`src/rtl/shift_serializer_pkg.sv`:
```
// Shared definitions for the shift_serializer block.
//   DATA_W  : default data width of a transmitted word
//   state_t : FSM state encoding (IDLE, SHIFT, PAR, GAP)
//   max_int : elaboration-time helper for sizing counters
package shift_serializer_pkg;

  localparam int DATA_W = 4;

  typedef enum logic [1:0] {
    ST_IDLE  = 2'd0,
    ST_SHIFT = 2'd1,
    ST_PAR   = 2'd2,
    ST_GAP   = 2'd3
  } state_t;

  function automatic int max_int(input int a, input int b);
    return (a > b) ? a : b;
  endfunction

endpackage

```
`src/rtl/shift_serializer_bit_counter.sv`:
```
// Loadable down-counter shared by the serializer for the bit count and the
// inter-word gap count. Decrement saturates at zero, so the count never wraps.
// Ports:
//   clk    : system clock, rising edge
//   rst    : synchronous reset, active-high (count -> 0)
//   ld     : load ld_val (has priority over dec)
//   ld_val : value to load
//   dec    : decrement by one when nonzero
//   cnt    : current count
//   zero   : cnt == 0 (terminal count)
module shift_serializer_bit_counter #(
  parameter int CW = 2
) (
  input  logic          clk,
  input  logic          rst,
  input  logic          ld,
  input  logic [CW-1:0] ld_val,
  input  logic          dec,
  output logic [CW-1:0] cnt,
  output logic          zero
);

  always_ff @(posedge clk) begin
    if (rst) begin
      cnt <= '0;
    end else if (ld) begin
      cnt <= ld_val;
    end else if (dec && (cnt != '0)) begin
      cnt <= cnt - CW'(1);
    end
  end

  assign zero = (cnt == '0);

endmodule

```
`src/rtl/shift_serializer.sv`:
```
// Parallel-to-serial transmitter that loads a shift register through its
// serial input. A WIDTH-bit word is taken over valid/ready and sent one bit
// per cycle alongside a shift strobe; sh_last marks the final strobe.
//
// Optional feature: define SER_PARITY_EN to append an even-parity strobe
// after the data bits (sh_last then moves to the parity strobe).
//
// Parameters:
//   WIDTH     : data bits per word (>= 2)
//   LSB_FIRST : 1 = bit0 first (drive sr/ir), 0 = bit WIDTH-1 first (sl/il)
//   GAP       : idle cycles after each frame before in_ready rises (0..15)
// Ports:
//   clk      : system clock, rising edge
//   rst      : synchronous reset, active-high
//   in_valid : in_data is valid
//   in_data  : word to transmit
//   in_ready : block accepts a word this cycle (IDLE only)
//   sh_en    : shift strobe for the attached register
//   sh_bit   : serial bit, 0 whenever sh_en is low
//   sh_last  : high with sh_en on the final strobe of a frame
//   busy     : high in every state except IDLE
//
// state  | meaning
// IDLE   | waiting for a word, in_ready high
// SHIFT  | emitting data bits, one strobe per cycle
// PAR    | emitting the parity strobe (SER_PARITY_EN only)
// GAP    | enforced idle time after a frame
module shift_serializer
  import shift_serializer_pkg::*;
#(
  parameter int WIDTH     = DATA_W,
  parameter bit LSB_FIRST = 1'b1,
  parameter int GAP       = 0
) (
  input  logic             clk,
  input  logic             rst,
  input  logic             in_valid,
  input  logic [WIDTH-1:0] in_data,
  output logic             in_ready,
  output logic             sh_en,
  output logic             sh_bit,
  output logic             sh_last,
  output logic             busy
);

`ifdef SER_PARITY_EN
  localparam bit PAR_EN = 1'b1;
`else
  localparam bit PAR_EN = 1'b0;
`endif

  // One counter serves both the bit count and the gap count, so it is sized
  // for whichever needs more bits.
  localparam int CW = max_int(max_int($clog2(WIDTH), $clog2(GAP + 1)), 1);
  localparam logic [CW-1:0] BIT_LD = CW'(WIDTH - 1);
  localparam logic [CW-1:0] GAP_LD = CW'((GAP > 0) ? (GAP - 1) : 0);
  localparam logic [CW-1:0] ONE    = CW'(1);

  state_t           state;
  logic [WIDTH-1:0] shreg;
  logic             par_bit;

  logic             accept;
  logic             frame_done;
  logic             cnt_ld;
  logic             cnt_dec;
  logic             cnt_zero;
  logic [CW-1:0]    cnt_ld_val;
  logic [CW-1:0]    cnt;

  logic             first_bit;
  logic             next_bit;
  logic [WIDTH-1:0] shreg_shifted;

  // in_ready is high exactly in IDLE, so the handshake reduces to this.
  assign accept     = (state == ST_IDLE) && in_valid;
  assign frame_done = ((state == ST_SHIFT) && cnt_zero && !PAR_EN) ||
                      (state == ST_PAR);

  assign cnt_ld     = accept || (frame_done && (GAP > 0));
  assign cnt_ld_val = accept ? BIT_LD : GAP_LD;
  assign cnt_dec    = (state == ST_SHIFT) || (state == ST_GAP);

  assign first_bit     = LSB_FIRST ? in_data[0] : in_data[WIDTH-1];
  assign next_bit      = LSB_FIRST ? shreg[1]   : shreg[WIDTH-2];
  assign shreg_shifted = LSB_FIRST ? {1'b0, shreg[WIDTH-1:1]}
                                   : {shreg[WIDTH-2:0], 1'b0};

  shift_serializer_bit_counter #(
    .CW(CW)
  ) u_cnt (
    .clk    (clk),
    .rst    (rst),
    .ld     (cnt_ld),
    .ld_val (cnt_ld_val),
    .dec    (cnt_dec),
    .cnt    (cnt),
    .zero   (cnt_zero)
  );

  // Outputs are registered: each branch sets the values the next state shows.
  always_ff @(posedge clk) begin
    if (rst) begin
      state    <= ST_IDLE;
      shreg    <= '0;
      par_bit  <= 1'b0;
      in_ready <= 1'b1;
      sh_en    <= 1'b0;
      sh_bit   <= 1'b0;
      sh_last  <= 1'b0;
      busy     <= 1'b0;
    end else if (frame_done) begin
      sh_en   <= 1'b0;
      sh_bit  <= 1'b0;
      sh_last <= 1'b0;
      if (GAP > 0) begin
        state <= ST_GAP;
      end else begin
        state    <= ST_IDLE;
        in_ready <= 1'b1;
        busy     <= 1'b0;
      end
    end else begin
      case (state)
        ST_IDLE: begin
          if (accept) begin
            state    <= ST_SHIFT;
            shreg    <= in_data;
            par_bit  <= ^in_data;
            in_ready <= 1'b0;
            busy     <= 1'b1;
            sh_en    <= 1'b1;
            sh_bit   <= first_bit;
            sh_last  <= 1'b0;
          end
        end
        ST_SHIFT: begin
          if (!cnt_zero) begin
            shreg   <= shreg_shifted;
            sh_bit  <= next_bit;
            // the strobe shown with cnt==0 is the last data bit
            sh_last <= (cnt == ONE) && !PAR_EN;
          end else begin
            state   <= ST_PAR;
            sh_bit  <= par_bit;
            sh_last <= 1'b1;
          end
        end
        ST_GAP: begin
          if (cnt_zero) begin
            state    <= ST_IDLE;
            in_ready <= 1'b1;
            busy     <= 1'b0;
          end
        end
        default: begin
          state <= ST_IDLE;
        end
      endcase
    end
  end

endmodule

```
`config.mk`:
```
export PLATFORM = sky130hd
export DESIGN_NAME = shift_serializer
export DESIGN_NICKNAME = d
export VERILOG_FILES = /design/src/rtl/shift_serializer_pkg.sv /design/src/rtl/shift_serializer_bit_counter.sv /design/src/rtl/shift_serializer.sv
export SDC_FILE = /design/constraint.sdc
export NUM_CORES = 1
export LEC_CHECK = 0
export BUFFER_PORTS_ARGS = -buffer_cell sky130_fd_sc_hd__buf_2
export CAP_MARGIN = 25
export CORE_ASPECT_RATIO = 1.1
export CORE_MARGIN = 8
export CORE_UTILIZATION = 25
export DETAILED_ROUTE_END_ITERATION = 8
export RECOVER_POWER = 100
export SLEW_MARGIN = 0
export SYNTH_ARGS = -nofsm -noshare
export SYNTH_HDL_FRONTEND = slang
export SYNTH_SLANG_ARGS = --single-unit
```
`constraint.sdc`:
```
create_clock -name clk -period 3.1 [get_ports clk]
set_input_delay 0.62 -clock clk [delete_from_list [all_inputs] [get_ports clk]]
set_output_delay 0.62 -clock clk [all_outputs]
set_load 0.05 [all_outputs]
```
==> impl_metrics.xml <==
<?xml version="1.0" encoding="UTF-8"?>
<metrics>
  <group name="outcome">
    <metric name="run_status" unit="">complete, no violations</metric>
  </group>
  <group name="cts">
    <metric name="post-cts-setup-buffer-count" unit="">0</metric>
    <metric name="clock-sinks" unit="">13</metric>
    <metric name="num_cts_buffers" unit="">3</metric>
    <metric name="cts-root-buf" unit="">sky130_fd_sc_hd__clkbuf_4</metric>
    <metric name="ctsLongestPathBuffers" unit="">2</metric>
    <metric name="cts_tree" unit="">yes</metric>
    <metric name="htreeDepth" unit="">1</metric>
    <metric name="clk_pin_slew_worst_paths" unit="ps">80</metric>
    <metric name="clk-insertion-delay-late" unit="ps">280</metric>
    <metric name="ctsResizeCount" unit="">0</metric>
    <metric name="postCtsHoldBufs" unit="">0</metric>
  </group>
  <group name="global_route">
    <metric name="grt_pass1_vias" unit="">609</metric>
    <metric name="antenna_found_initial" unit="">0</metric>
    <metric name="grt_first_pass_wirelength" unit="microns">2610</metric>
    <metric name="global_route.overflow_total" unit="">0</metric>
    <metric name="gr-usage-all-layers" unit="%">6.85</metric>
    <metric name="grt_start_max_net_pins" unit="">16</metric>
  </group>
  <group name="setup_path">
    <metric name="crit_arrival" unit="ps">1140</metric>
    <metric name="worst_r2r_path_depth" unit="">3</metric>
    <metric name="cp.depth" unit="">1</metric>
    <metric name="crit_chain" unit="">clkbuf_1</metric>
    <metric name="timing.critical_path.from_type" unit="">flip-flop</metric>
    <metric name="worst_path_max_delay_cell" unit="">sky130_fd_sc_hd__clkbuf_1</metric>
    <metric name="crit_path_max_incr_delay" unit="ps">490</metric>
    <metric name="critical-path-top-delay-family" unit="">buffers and inverters</metric>
    <metric name="path_buf_inv" unit="">1</metric>
    <metric name="cp.required" unit="ps">2480</metric>
    <metric name="path_class" unit="">flip-flop to primary output</metric>
    <metric name="critical_path.max_fanout" unit="">3</metric>
    <metric name="endpoint_kind" unit="">primary output</metric>
  </group>
  <group name="min_path">
    <metric name="hold_depth" unit="">2</metric>
    <metric name="worst_hold_path_type" unit="">flip-flop to flip-flop</metric>
  </group>
  <group name="logic_synthesis">
    <metric name="ys_ff_latch" unit="">13</metric>
    <metric name="synth_top_cell_by_area" unit="">sky130_fd_sc_hd__dfxtp_1</metric>
    <metric name="avgSynthCellArea" unit="sq um">9.96</metric>
    <metric name="total_standard_cell_area_after_synthesis" unit="sq um">727</metric>
    <metric name="synth_largest_type_area_fraction" unit="%">35.8</metric>
    <metric name="postSynth.topFlopCell" unit="">sky130_fd_sc_hd__dfxtp_1</metric>
    <metric name="postSynth.asyncResetShare" unit="%">0</metric>
    <metric name="synthDistinctLibCells" unit="">32</metric>
    <metric name="synth_area_leaders" unit="">sky130_fd_sc_hd__dfxtp_1 (36%), sky130_fd_sc_hd__a21oi_1 (7.6%), sky130_fd_sc_hd__a211oi_2 (6.9%)</metric>
    <metric name="ys.warnings.count" unit="">0</metric>
    <metric name="mappedNetlistNets" unit="">83</metric>
    <metric name="synth_cells" unit="">73</metric>
    <metric name="synth_sequential_area_ratio" unit="%">35.8</metric>
    <metric name="number_of_synthesized_flops_with_an_enable_pin" unit="">0</metric>
  </group>
  <group name="sta">
    <metric name="final.period_utilization" unit="%">56.9</metric>
    <metric name="fin_tns_setup" unit="ps">0</metric>
    <metric name="timing.final.hold_violations" unit="">0</metric>
    <metric name="worst_clock_skew" unit="ps">5.26</metric>
    <metric name="finalSetupViolations" unit="">0</metric>
    <metric name="layout_min_cycle_time" unit="ps">1760</metric>
    <metric name="measured_slew_at_the_worst_slew_check_pin" unit="ps">651</metric>
    <metric name="maxSlewHeadroom" unit="%">56.5</metric>
    <metric name="achievable-frequency" unit="GHz">0.567</metric>
    <metric name="grt_setup_unrepaired" unit="">false</metric>
    <metric name="slew_viol_final" unit="">0</metric>
  </group>
  <group name="power_and_ir_drop">
    <metric name="power_density" unit="mW/mm^2">614</metric>
    <metric name="ir_drop" unit="mV">0.263</metric>
    <metric name="pwr-share-clk" unit="%">22.1</metric>
    <metric name="internal_power" unit="W">0.000301</metric>
    <metric name="sw_frac_of_total" unit="%">37.4</metric>
    <metric name="combinationalPowerShare" unit="%">33.8</metric>
    <metric name="seqPwrFrac" unit="%">44.2</metric>
    <metric name="power.leakage" unit="nW">0.325</metric>
    <metric name="power.net_switching" unit="W">0.000180</metric>
  </group>
  <group name="route">
    <metric name="first_iter_violations" unit="">6</metric>
    <metric name="ant_nets_after_route" unit="">0</metric>
    <metric name="routed_via_density" unit="">4.74</metric>
    <metric name="vias" unit="">555</metric>
    <metric name="drt_wl_total" unit="microns">1460</metric>
    <metric name="drt_pass1_iterations" unit="">3</metric>
    <metric name="drc" unit="">0</metric>
    <metric name="routed_wire_length_per_instance" unit="microns">12.5</metric>
  </group>
  <group name="final_layout">
    <metric name="drive_above_1_share" unit="%">16.7</metric>
    <metric name="diodes" unit="">0</metric>
    <metric name="seq_area" unit="sq um">260</metric>
    <metric name="multi_input_comb_area" unit="sq um">395</metric>
    <metric name="layout.nets" unit="">95</metric>
    <metric name="filler_cell_count" unit="">306</metric>
    <metric name="synthToLayoutAreaGrowth" unit="%">7.75</metric>
    <metric name="post_route_cell_area" unit="sq um">783</metric>
  </group>
  <group name="die">
    <metric name="design.die.area" unit="sq mm">0.00489</metric>
    <metric name="die_w" unit="microns">67.4</metric>
    <metric name="io_pins" unit="">12</metric>
    <metric name="die_h" unit="microns">72.6</metric>
    <metric name="design.core.area" unit="sq mm">0.00278</metric>
    <metric name="start_util" unit="%">26.2</metric>
    <metric name="num_rows" unit="">20</metric>
  </group>
  <group name="placed_design">
    <metric name="dp_hpwl" unit="microns">1120</metric>
    <metric name="placed_area" unit="sq um">786</metric>
    <metric name="place.gp.congestion" unit="">0.684</metric>
    <metric name="port_buffers" unit="">11</metric>
  </group>
  <group name="job">
    <metric name="drv.max_cap_violation_count" unit="">0</metric>
  </group>
</metrics>
==> final cells by class <==
cell class	instances	share of cell area, %
timing repair buffer	11	6.23
tap	33	5.27
sequential	13	33.2
clock buffer	4	3.35
inverter	3	1.44
multi-input combinational	53	50.5
==> stage by stage <==
step                      total power (W)  util, %  setup WS (ps)  cells  hold WS (ps)
after detailed placement         0.000390     28.3           1600    113           481
final                            0.000481     28.2           1340    117           488
after global placement           0.000385     28.3           1620    113           457
after global routing             0.000515     28.2           1220    117           513
after floorplan                  0.000360        -           1770     73           478
after CTS                        0.000497     29.2           1530    117           495
==> power by group through the flow <==
stage | Sequential, W | Clock [W] | Combinational, W
after floorplan | 0.000246 | 0 | 0.000114
after global placement | 0.000216 | 0 | 0.000169
after detailed placement | 0.000217 | 0 | 0.000173
after CTS | 0.000213 | 0.000110 | 0.000173
after global routing | 0.000217 | 0.000118 | 0.000179
final | 0.000213 | 0.000106 | 0.000162
==> flip-flops by register name (all words and copies together) (netlist names) <==
register	count
par_bit	1
u_cnt.cnt	2
sh_en	1
sh_bit	1
sh_last	1
in_ready	1
busy	1
state	2
shreg	3
==> Yosys cell counts, drive strengths merged, types with 3 or more instances <==
library cell and count:
xor2 3, a21oi 12, mux2i 3, dfxtp 13
ha 3, a211oi 5, nor2 4, inv 3
buf 3
==> cell families after synthesis <==
family | synth area share [%]
compound gates | 26.0
fa+ha+maj | 5.16
flops | 35.8
mux | 5.68
buf+inv | 6.71
simple gates | 14.6
xor+xnor | 6.03
==> placed cells by master (no fill, tap or decap), types with 2 or more instances in the layout <==
master                     Yosys  routed
sky130_fd_sc_hd__a211oi_1      1       3
sky130_fd_sc_hd__a211oi_2      4       2
sky130_fd_sc_hd__a21oi_1      11      11
sky130_fd_sc_hd__buf_2         0       6
sky130_fd_sc_hd__clkbuf_1      1       6
sky130_fd_sc_hd__clkbuf_4      0       3
sky130_fd_sc_hd__dfxtp_1      13      13
sky130_fd_sc_hd__ha_1          3       3
sky130_fd_sc_hd__inv_1         3       3
sky130_fd_sc_hd__mux2i_1       3       3
sky130_fd_sc_hd__nand2_1       2       2
sky130_fd_sc_hd__nand2b_1      2       2
sky130_fd_sc_hd__nor2_1        4       4
sky130_fd_sc_hd__nor2b_1       1       2
sky130_fd_sc_hd__xnor2_1       2       2
sky130_fd_sc_hd__xor2_1        3       3
==> metal layers <==
layer | vias up | track usage, % | share of wire (%)
met5 | - | 0 | 0
met4 | 0 | 4.19 | 2.8
met3 | 5 | 1.54 | 2.5
met2 | 10 | 11.7 | 51
met1 | 260 | 7.38 | 44
li1 | 280 | - | -
==> worst paths after layout <==
| path | endpoint | from | slack, ps |
|---|---|---|---|
| setup / recovery | in_ready | in_ready | 1340 |
| hold / removal | sh_en | sh_en | 490 |
| setup reg to reg | state[1] | state[0] | 1350 |
| hold reg to reg | sh_en | sh_en | 490 |
Note: power is estimated with default switching activity, not from simulation.
